## config.mk

```make
export PLATFORM = sky130hd
export DESIGN_NAME = ifu_fetch_flat
export DESIGN_NICKNAME = d
export VERILOG_FILES = /design/src/rtl/ifu_fetch_if.sv /design/src/rtl/ifu_fetch.sv /design/src/flat_wrapper.sv
export SDC_FILE = /design/constraint.sdc
export NUM_CORES = 1
export LEC_CHECK = 0
export ABC_AREA = 1
export CORE_MARGIN = 2
export CORE_UTILIZATION = 50
export CTS_BUF_LIST = sky130_fd_sc_hd__clkbuf_4
export CTS_CLUSTER_SIZE = 28
export DETAILED_ROUTE_END_ITERATION = 16
export PLACE_DENSITY = 0.77
export SLEW_MARGIN = 20
export SYNTH_ARGS = -nofsm -noshare
export SYNTH_HDL_FRONTEND = slang
export SYNTH_SLANG_ARGS = --single-unit
```

## constraint.sdc

```tcl
create_clock -name clk_i -period 4.3 [get_ports clk_i]
set_clock_uncertainty 0.2 [all_clocks]
set_input_delay 0.86 -clock clk_i [delete_from_list [all_inputs] [get_ports clk_i]]
set_output_delay 0.86 -clock clk_i [all_outputs]
set_load 0.01 [all_outputs]
```

## src/rtl/ifu_fetch_if.sv

```systemverilog
// ifu_fetch_if: redirect, instruction-memory and decode-side signals of the fetch stage
interface ifu_fetch_if #(parameter int PC_WIDTH = 64);
    logic                redirect_valid_i;
    logic [PC_WIDTH-1:0] redirect_pc_i;
    logic                imem_req_valid_o;
    logic                imem_req_ready_i;
    logic [PC_WIDTH-1:0] imem_req_addr_o;
    logic                imem_rsp_valid_i;
    logic [31:0]         imem_rsp_data_i;
    logic                inst_valid_o;
    logic                inst_ready_i;
    logic [31:0]         inst_o;
    logic [PC_WIDTH-1:0] inst_pc_o;
    modport master (
        input  redirect_valid_i, redirect_pc_i, imem_req_ready_i, imem_rsp_valid_i, imem_rsp_data_i, inst_ready_i,
        output imem_req_valid_o, imem_req_addr_o, inst_valid_o, inst_o, inst_pc_o
    );
    modport slave (
        output redirect_valid_i, redirect_pc_i, imem_req_ready_i, imem_rsp_valid_i, imem_rsp_data_i, inst_ready_i,
        input  imem_req_valid_o, imem_req_addr_o, inst_valid_o, inst_o, inst_pc_o
    );
endinterface

```

## src/rtl/ifu_fetch.sv

```systemverilog
// ifu_fetch: in-order word fetch with a 2-entry fill queue and redirect squash of younger work
module ifu_fetch #(
    parameter int                  PC_WIDTH = 64,
    parameter logic [PC_WIDTH-1:0] RESET_PC = 64'h0000_0000_8000_0000
) (
    input  logic          clk_i,
    input  logic          rst_n_i,
    ifu_fetch_if.master   bus
);
    localparam logic [1:0] S_EMPTY = 2'd0;
    localparam logic [1:0] S_PEND  = 2'd1;
    localparam logic [1:0] S_FULL  = 2'd2;

    logic [1:0][1:0]          r_st;
    logic [1:0][PC_WIDTH-1:0] r_pc;
    logic [1:0][31:0]         r_inst;
    logic                     r_head;
    logic                     r_tail;
    logic [1:0]               r_drop;
    logic [PC_WIDTH-1:0]      r_fetch_pc;

    logic       w_head_full;
    logic       w_pop;
    logic       w_acc;
    logic       w_fill;
    logic       w_fill_idx;
    logic [1:0] w_occ;
    logic [1:0] w_npend;
    logic [2:0] w_drop_sum;
    logic [2:0] w_drop_redir;
    logic       w_unused;

    always_comb begin
        w_occ        = {1'b0, r_st[0] != S_EMPTY} + {1'b0, r_st[1] != S_EMPTY};
        w_npend      = {1'b0, r_st[0] == S_PEND} + {1'b0, r_st[1] == S_PEND};
        w_head_full  = r_st[r_head] == S_FULL;
        bus.inst_valid_o = w_head_full & ~bus.redirect_valid_i;
        bus.inst_o       = w_head_full ? r_inst[r_head] : 32'd0;
        bus.inst_pc_o    = w_head_full ? r_pc[r_head] : '0;
        w_pop        = bus.inst_valid_o & bus.inst_ready_i;
        // a slot freed by this cycle's pop already counts as credit for a new request
        bus.imem_req_valid_o = rst_n_i & ~bus.redirect_valid_i &
                               (({1'b0, w_occ} + {1'b0, r_drop} - {2'b0, w_pop}) < 3'd2);
        bus.imem_req_addr_o  = r_fetch_pc;
        w_acc        = bus.imem_req_valid_o & bus.imem_req_ready_i;
        w_fill_idx   = (r_st[r_head] == S_PEND) ? r_head : ~r_head;
        w_fill       = bus.imem_rsp_valid_i & (r_drop == 2'd0) & (w_npend != 2'd0);
        w_drop_sum   = {1'b0, r_drop} + {1'b0, w_npend};
        w_drop_redir = (bus.imem_rsp_valid_i && w_drop_sum != 3'd0) ? w_drop_sum - 3'd1 : w_drop_sum;
        w_unused     = ^bus.redirect_pc_i[1:0];
    end

    always_ff @(posedge clk_i or negedge rst_n_i) begin
        if (!rst_n_i) begin
            r_st       <= '0;
            r_pc       <= '0;
            r_inst     <= '0;
            r_head     <= 1'b0;
            r_tail     <= 1'b0;
            r_drop     <= 2'd0;
            r_fetch_pc <= RESET_PC;
        end else if (bus.redirect_valid_i) begin
            r_st       <= '0;
            r_head     <= 1'b0;
            r_tail     <= 1'b0;
            r_drop     <= w_drop_redir[1:0];
            r_fetch_pc <= {bus.redirect_pc_i[PC_WIDTH-1:2], 2'b00};
        end else begin
            if (bus.imem_rsp_valid_i && r_drop != 2'd0)
                r_drop <= r_drop - 2'd1;
            if (w_pop) begin
                r_st[r_head] <= S_EMPTY;
                r_head       <= ~r_head;
            end
            if (w_fill) begin
                r_st[w_fill_idx]   <= S_FULL;
                r_inst[w_fill_idx] <= bus.imem_rsp_data_i;
            end
            // ordered last so a same-cycle pop of the tail slot is overridden by the new request
            if (w_acc) begin
                r_st[r_tail] <= S_PEND;
                r_pc[r_tail] <= r_fetch_pc;
                r_tail       <= ~r_tail;
                r_fetch_pc   <= r_fetch_pc + PC_WIDTH'(4);
            end
        end
    end
endmodule

```

## src/flat_wrapper.sv

```systemverilog
// flat-port wrapper written by rule: the top's interface ports become plain ports
module ifu_fetch_flat 
#(
    parameter int                  PC_WIDTH = 64,
    parameter logic [PC_WIDTH-1:0] RESET_PC = 64'h0000_0000_8000_0000
)
  (clk_i, rst_n_i, bus_redirect_valid_i, bus_redirect_pc_i, bus_imem_req_ready_i, bus_imem_rsp_valid_i, bus_imem_rsp_data_i, bus_inst_ready_i, bus_imem_req_valid_o, bus_imem_req_addr_o, bus_inst_valid_o, bus_inst_o, bus_inst_pc_o);
  ifu_fetch_if #(.PC_WIDTH(PC_WIDTH)) bus_i ();
  input  logic clk_i;
  input  logic rst_n_i;
  input wire logic [$bits(bus_i.redirect_valid_i)-1:0] bus_redirect_valid_i;
  input wire logic [$bits(bus_i.redirect_pc_i)-1:0] bus_redirect_pc_i;
  input wire logic [$bits(bus_i.imem_req_ready_i)-1:0] bus_imem_req_ready_i;
  input wire logic [$bits(bus_i.imem_rsp_valid_i)-1:0] bus_imem_rsp_valid_i;
  input wire logic [$bits(bus_i.imem_rsp_data_i)-1:0] bus_imem_rsp_data_i;
  input wire logic [$bits(bus_i.inst_ready_i)-1:0] bus_inst_ready_i;
  output wire logic [$bits(bus_i.imem_req_valid_o)-1:0] bus_imem_req_valid_o;
  output wire logic [$bits(bus_i.imem_req_addr_o)-1:0] bus_imem_req_addr_o;
  output wire logic [$bits(bus_i.inst_valid_o)-1:0] bus_inst_valid_o;
  output wire logic [$bits(bus_i.inst_o)-1:0] bus_inst_o;
  output wire logic [$bits(bus_i.inst_pc_o)-1:0] bus_inst_pc_o;
  assign bus_i.redirect_valid_i = bus_redirect_valid_i;
  assign bus_i.redirect_pc_i = bus_redirect_pc_i;
  assign bus_i.imem_req_ready_i = bus_imem_req_ready_i;
  assign bus_i.imem_rsp_valid_i = bus_imem_rsp_valid_i;
  assign bus_i.imem_rsp_data_i = bus_imem_rsp_data_i;
  assign bus_i.inst_ready_i = bus_inst_ready_i;
  assign bus_imem_req_valid_o = bus_i.imem_req_valid_o;
  assign bus_imem_req_addr_o = bus_i.imem_req_addr_o;
  assign bus_inst_valid_o = bus_i.inst_valid_o;
  assign bus_inst_o = bus_i.inst_o;
  assign bus_inst_pc_o = bus_i.inst_pc_o;
  ifu_fetch #(.PC_WIDTH(PC_WIDTH), .RESET_PC(RESET_PC)) u_core (.clk_i(clk_i), .rst_n_i(rst_n_i), .bus(bus_i));
endmodule
```

# --- After elaboration in Yosys (flattened, before gate mapping) ---
# Index checks and enable logic that the tools add are counted.
word_totals:
  register_bits: 264
  inputBits: 102
classes:
  muxes: 36
  n_reduce_logical: 16
  addsub: 8
  eq_ne: 4
  bitwise: 18
  magnitude_cmp: 7
op_table:
  columns: ["op", "count"]
  rows:
  - ["$mux W64", 6]
  - ["$bwmux W128", 1]
  - ["$mux W32", 4]
  - ["$add A64 B3 Y64 const B", 1]
  - ["$bwmux W64", 1]
  - ["$demux W64 S1", 1]
  - ["$demux W32 S1", 1]
  - ["$mux W4", 6]
  - ["$mux W2", 8]
  - ["$reduce_bool A2 Y1", 7]
  - ["$and A1 B1 Y1", 7]
  - ["$add A2 B2 Y3", 2]
  - ["$demux W2 S1", 3]
  - ["$eq A2 B1 Y1 const B", 3]
  - ["$lt A1 B2 Y1 const B", 3]
  - ["$logic_and A1 B1 Y1", 5]
  - ["$mux W1", 5]
  - ["$add A1 B1 Y2", 2]
  - ["$and A2 B2 Y2", 2]
  - ["$and A4 B4 Y4", 1]
  - ["$not A2 Y2", 2]
  - ["$not A4 Y4", 1]
  - ["$or A2 B2 Y2", 2]
  - ["$reduce_and A2 Y1", 2]
  - ["8 further kinds", 13]

# --- Logic depth before layout (Yosys ltp) ---
logic_depth:
  ltp_word: 15
  ltp_mapped: 20

# --- Worst setup path after synthesis ---
# Ideal clock, no wire load.
synth_path:
  kind: "input to output"
  startpoint: "input port bus_redirect_valid_i"
  endpoint: "output port bus_imem_req_valid_o"
  arrival_ps: 2965
  path_slack_ps: 275
  n_path_buf: 2
  cell_stages: 13
  path_cell_list: "buf_6 clkinv_2 clkbuf_1 nand3_1 inv_1 ha_1 inv_1 ha_1 o21ai_0 nand2_1 fa_1 xor2_1 and2_1"
synth_via:
  elab_chain_cells: 6
  elab_cells_between_ends: 7
  classes_between: "add/sub (1); order compare (1); bitwise (5)"
synth_rtl:
  columns: ["element", "line_no", "rtl"]
  rows:
  - ["start, declared", "flat_wrapper.sv:11", "input wire logic [$bits(bus_i.redirect_valid_i)-1:0] bus_redirect_valid_i;"]
  - ["$not A1 Y1 (no source line) (*)", null, null]
  - ["$and A1 B1 Y1", "ifu_fetch.sv:37", "bus.inst_valid_o = w_head_full & ~bus.redirect_valid_i;"]
  - ["$and A1 B1 Y1", "ifu_fetch.sv:40", "w_pop = bus.inst_valid_o & bus.inst_ready_i;"]
  - ["$sub A3 B1 Y3", "ifu_fetch.sv:43", "(({1'b0, w_occ} + {1'b0, r_drop} - {2'b0, w_pop}) < 3'd2);"]
  - ["$lt A3 B2 Y1", "ifu_fetch.sv:43", null]
  - ["$and A1 B1 Y1 (*)", "ifu_fetch.sv:42", "bus.imem_req_valid_o = rst_n_i & ~bus.redirect_valid_i &"]
  - ["end, declared", "flat_wrapper.sv:17", "output wire logic [$bits(bus_i.imem_req_valid_o)-1:0] bus_imem_req_valid_o;"]
# Every way passes the cells marked *; elsewhere a longest branch is shown, timed or not.

# --- Final worst setup path ---
layout_path:
  startpoint: "register u_core.r_head"
  endpoint: "output port bus_imem_req_valid_o"
layout_via:
  elab_chain_cells: 8
layout_rtl:
  columns: ["element", "line_no", "rtl"]
  rows:
  - ["start, declared", "ifu_fetch.sv:17", "logic r_head;"]
  - ["start signal, assigned", "ifu_fetch.sv:73", "r_head <= ~r_head;"]
  - ["$mux W2 (not written as such) (2 in a row)", "ifu_fetch.sv:36", "w_head_full = r_st[r_head] == S_FULL;"]
  - ["$eq A2 B2 Y1", "ifu_fetch.sv:36", null]
  - ["$and A1 B1 Y1", "ifu_fetch.sv:37", null]
  - ["$and A1 B1 Y1", "ifu_fetch.sv:40", null]
  - ["$sub A3 B1 Y3", "ifu_fetch.sv:43", null]
  - ["$lt A3 B2 Y1", "ifu_fetch.sv:43", null]
  - ["$and A1 B1 Y1", "ifu_fetch.sv:42", null]
# Every way passes these cells. The select of a mux whose other input is x is not followed.

==> qor.yml <==
maximum_fanout_encountered_on_the_critical_timing_path: 4
placeableCoreArea_um2: 26800
clock_tree.root_cell: "sky130_fd_sc_hd__clkbuf_4"
cp_data_arrival_time_ns: 3.10
cts_inserted_buffers: 70
start_util_pct: 50.6
worst_skew_pair.late_latency_ns: 0.69
layout.cells.non_filler: 2510
most_common_library_cell_in_the_layout_ignoring_fill_and_taps: "sky130_fd_sc_hd__nand2_1"
number_of_violations_of_the_max_capacitance_limit: 0
dr_total_vias: 13500
maxSlewViolCount: 0
antenna_found_initial: 1
clock_path_buffers: 3
tritoncts: "built"
period_minus_slack_ns: 4.16
place.gp.congestion: 0.991
yosys.area.top_type_share_pct: 47.4
irDropWorstVdd_mv: 0.280
grt_pass1_wl_mm: 70.2
cp_num_buf_inv: 4
path_clk_slew_ns: 0.07
detailedPlacementHpwl_mm: 31.1
finalSetupViolCount: 0
drt_pass_1_iters: 5
postLayoutSetupSlackWorst_ns: 0.141
h-tree-depth: 3
synth_top_cells_by_area: "sky130_fd_sc_hd__dfrtp_1, sky130_fd_sc_hd__nand2_1, sky130_fd_sc_hd__a21oi_1, sky130_fd_sc_hd__nor2_1, sky130_fd_sc_hd__o21ai_0"
drt-total-wl_mm: 44.4
maxClockFrequency_ghz: 0.240
track_usage_pct: 31.4
dieArea_um2: 28500
setup_tns_ns: 0
netlist.top_cell.by_area: "sky130_fd_sc_hd__dfrtp_1"
critPathMaxStageDelay_ns: 0.54
path_common_cell: "sky130_fd_sc_hd__inv_2"
via_per_inst: 5.36
post_synthesis_cells: 1856
swShare_pct: 32.6
port-buffer-count: 257
switching_power_uw: 2430
final_nets: 2232
initial_drc_count: 1212
min-delay-path-class: "reg2reg"
power.static_leakage_uw: 0.00763
wp_data_required_ns: 3.24
slew-limit-headroom_pct: 38.3
post-place-cells: 2386
most_frequent_cells_in_the_layout: "sky130_fd_sc_hd__nand2_1, sky130_fd_sc_hd__dfrtp_1, sky130_fd_sc_hd__clkdlybuf4s50_1"
number_of_sinks_handled_by_clock_tree_synthesis: 258
endpoint_kind: "primary output"
ys_types: 39
power.share.sequential_pct: 46.4
drc: 0
postSynthAreaPerCell_um2: 7.31
series_of_cell_instances_along_the_critical_path: "inv_2 -> nand2_2 -> o21ai_4 -> nand3_2 -> inv_2 -> ha_4 -> inv_2 -> ha_1 -> o21ai_1 -> nand2_1 -> fa_2 -> nor2_2 -> and2_1 -> buf_2"
power.clock.fraction_pct: 30.8
preCtsSetupSlack_ns: -0.216
ys_warn_count: 0
drt-wirelength-per-cell_um: 17.7
worst_setup_path_start_kind: "flop"
grt_pass1_vias: 13000
hold_viol_final: 0
synthesis.area_um2: 13600
cp_slowest_cell: "sky130_fd_sc_hd__fa_2"
grt_start_max_net_pins: 148
overflow: 0
final.period_utilization_pct: 96.7
route.antenna.remaining_nets: 0
timing_worst_setup_path_type: "reg2out"
worst_slew_pin_slew_ns: 0.926
design.portCount: 264
finalCoreUtilization_pct: 64.6
intPower_uw: 5010
floorplan.die.width_um: 169
pwr_density_cell_nw_per_um2: 429
fraction_of_layout_cells_with_a_size_suffix_above_1_pct: 8.39
status: "completed"
synth_seq_area_share_pct: 47.6
cp_top_family: "adder cells"
postSynthRegisterBits: 258
flow.area_growth_from_synthesis_pct: 27.7
die-height_um: 169
comb_power_share_pct: 22.8
rows: 60
==> power groups by stage <==
stage                     Clock [uW]  Sequential (uW)  Combinational (uW)
final                           2290             3450                1690
after global routing            2470             3520                1930
after CTS                       2340             3440                1680
after detailed placement           0             3480                1670
after global placement             0             3450                1590
after floorplan                    0             3400                1020
==> worst register-to-register path, cell delays in order (launching register included) <==
cell	delay [ns]
sky130_fd_sc_hd__dfrtp_2	0.44
sky130_fd_sc_hd__inv_2	0.08
sky130_fd_sc_hd__nand2_2	0.07
sky130_fd_sc_hd__o21ai_4	0.17
sky130_fd_sc_hd__nand3_2	0.10
sky130_fd_sc_hd__inv_2	0.09
sky130_fd_sc_hd__ha_4	0.20
sky130_fd_sc_hd__inv_2	0.05
sky130_fd_sc_hd__ha_1	0.22
sky130_fd_sc_hd__o21ai_1	0.08
sky130_fd_sc_hd__nand2_1	0.09
sky130_fd_sc_hd__fa_2	0.36
sky130_fd_sc_hd__xor2_1	0.16
sky130_fd_sc_hd__buf_4	0.14
sky130_fd_sc_hd__buf_4	0.13
sky130_fd_sc_hd__nand3_4	0.09
sky130_fd_sc_hd__nand2_2	0.11
sky130_fd_sc_hd__inv_2	0.44
sky130_fd_sc_hd__nand2_1	0.15
sky130_fd_sc_hd__o211ai_1	0.12
==> path summary, 6_finish.rpt <==
check | start | to | slack, ns | cells after the start
setup / recovery | u_core.r_head | bus_imem_req_valid_o | 0.14 | 14
hold / removal | u_core.r_pc[97] | u_core.r_pc[97] | 0.28 | 2
setup reg to reg | u_core.r_head | u_core.bus.imem_req_addr_o[15] | 0.78 | 19
hold reg to reg | u_core.r_pc[97] | u_core.r_pc[97] | 0.28 | 2
max in group asynchronous | rst_n_i | u_core.bus.imem_req_addr_o[50] | 2.12 | 3
min in group asynchronous | rst_n_i | u_core.r_pc[83] | 0.47 | 2
==> metal layers <==
metal | global-route usage, % | up-vias | part of all wire, %
met5 | 0 | - | 0
met4 | 12.0 | 0 | 3.1
met3 | 5.61 | 94 | 7.0
met2 | 50.0 | 517 | 47
met1 | 43.1 | 6387 | 43
li1 | - | 6452 | -
==> repair_timing <==
item | 4_1_cts | 5_1_grt
endpoints found under the setup margin | 1 | 1
gates cloned | 0 | 0
buffers inserted | 0 | 2
endpoints found under the hold margin | 44 | 0
pin swaps | 0 | 5
hold buffers | 1 | 0
resized for setup | 4 | 11
==> layout make-up <==
cell class	instances	area, um^2
Fill cell	2393	9480
Sequential cell	258	6460
Multi-Input combinational cell	1363	6120
Timing Repair Buffer	282	2840
Clock buffer	105	788
Inverter	145	547
Tap cell	341	427
Clock inverter	15	133
Antenna cell	1	2.50
==> registers in the layout, summed over array words and instances, names as in the netlist <==
signal                      count
u_core.r_drop                   2
u_core.r_tail                   1
u_core.r_inst                  64
u_core.r_st                     4
u_core.r_pc                   124
u_core.r_head                   1
u_core.bus.imem_req_addr_o     62
==> cells in the mapped netlist, drive strengths merged <==
master	count
xor2	26
o21bai	7
inv	144
dfstp	1
a31oi	3
nand3	56
o31ai	1
nand4	15
xnor2	1
o211ai	5
o21ai	203
dfrtp	257
buf	51
o221ai	7
clkbuf	42
nor3b	1
nor3	1
o22ai	1
nor2	179
conb	1
fa	2
clkinv	1
a21oi	132
and2	1
ha	8
nand2	710
==> through the flow <==
| step | hold slack (ns) | area, um^2 | total power [uW] |
|---|---|---|---|
| detailed placement | 0.270 | 16300 | 5150 |
| floorplan | 0.253 | 13600 | 4410 |
| global placement | 0.265 | 16300 | 5040 |
| finish | 0.281 | 17300 | 7430 |
| global route | 0.310 | 17300 | 7930 |
| CTS | 0.286 | 17300 | 7460 |
==> cell families (layout without fill, tap and decap cells) <==
family          count (synthesis)  count (layout)  synth area share (%)
flops                         258             258                  47.6
xor+xnor                       27              27                  1.74
simple gates                  963             963                  28.0
fa+ha+maj                      10              10                  1.03
buf+inv                       238             547                  7.66
compound gates                359             359                  13.9
other cells                     1               5                0.0276
Note: power is estimated with default switching activity, not from simulation.
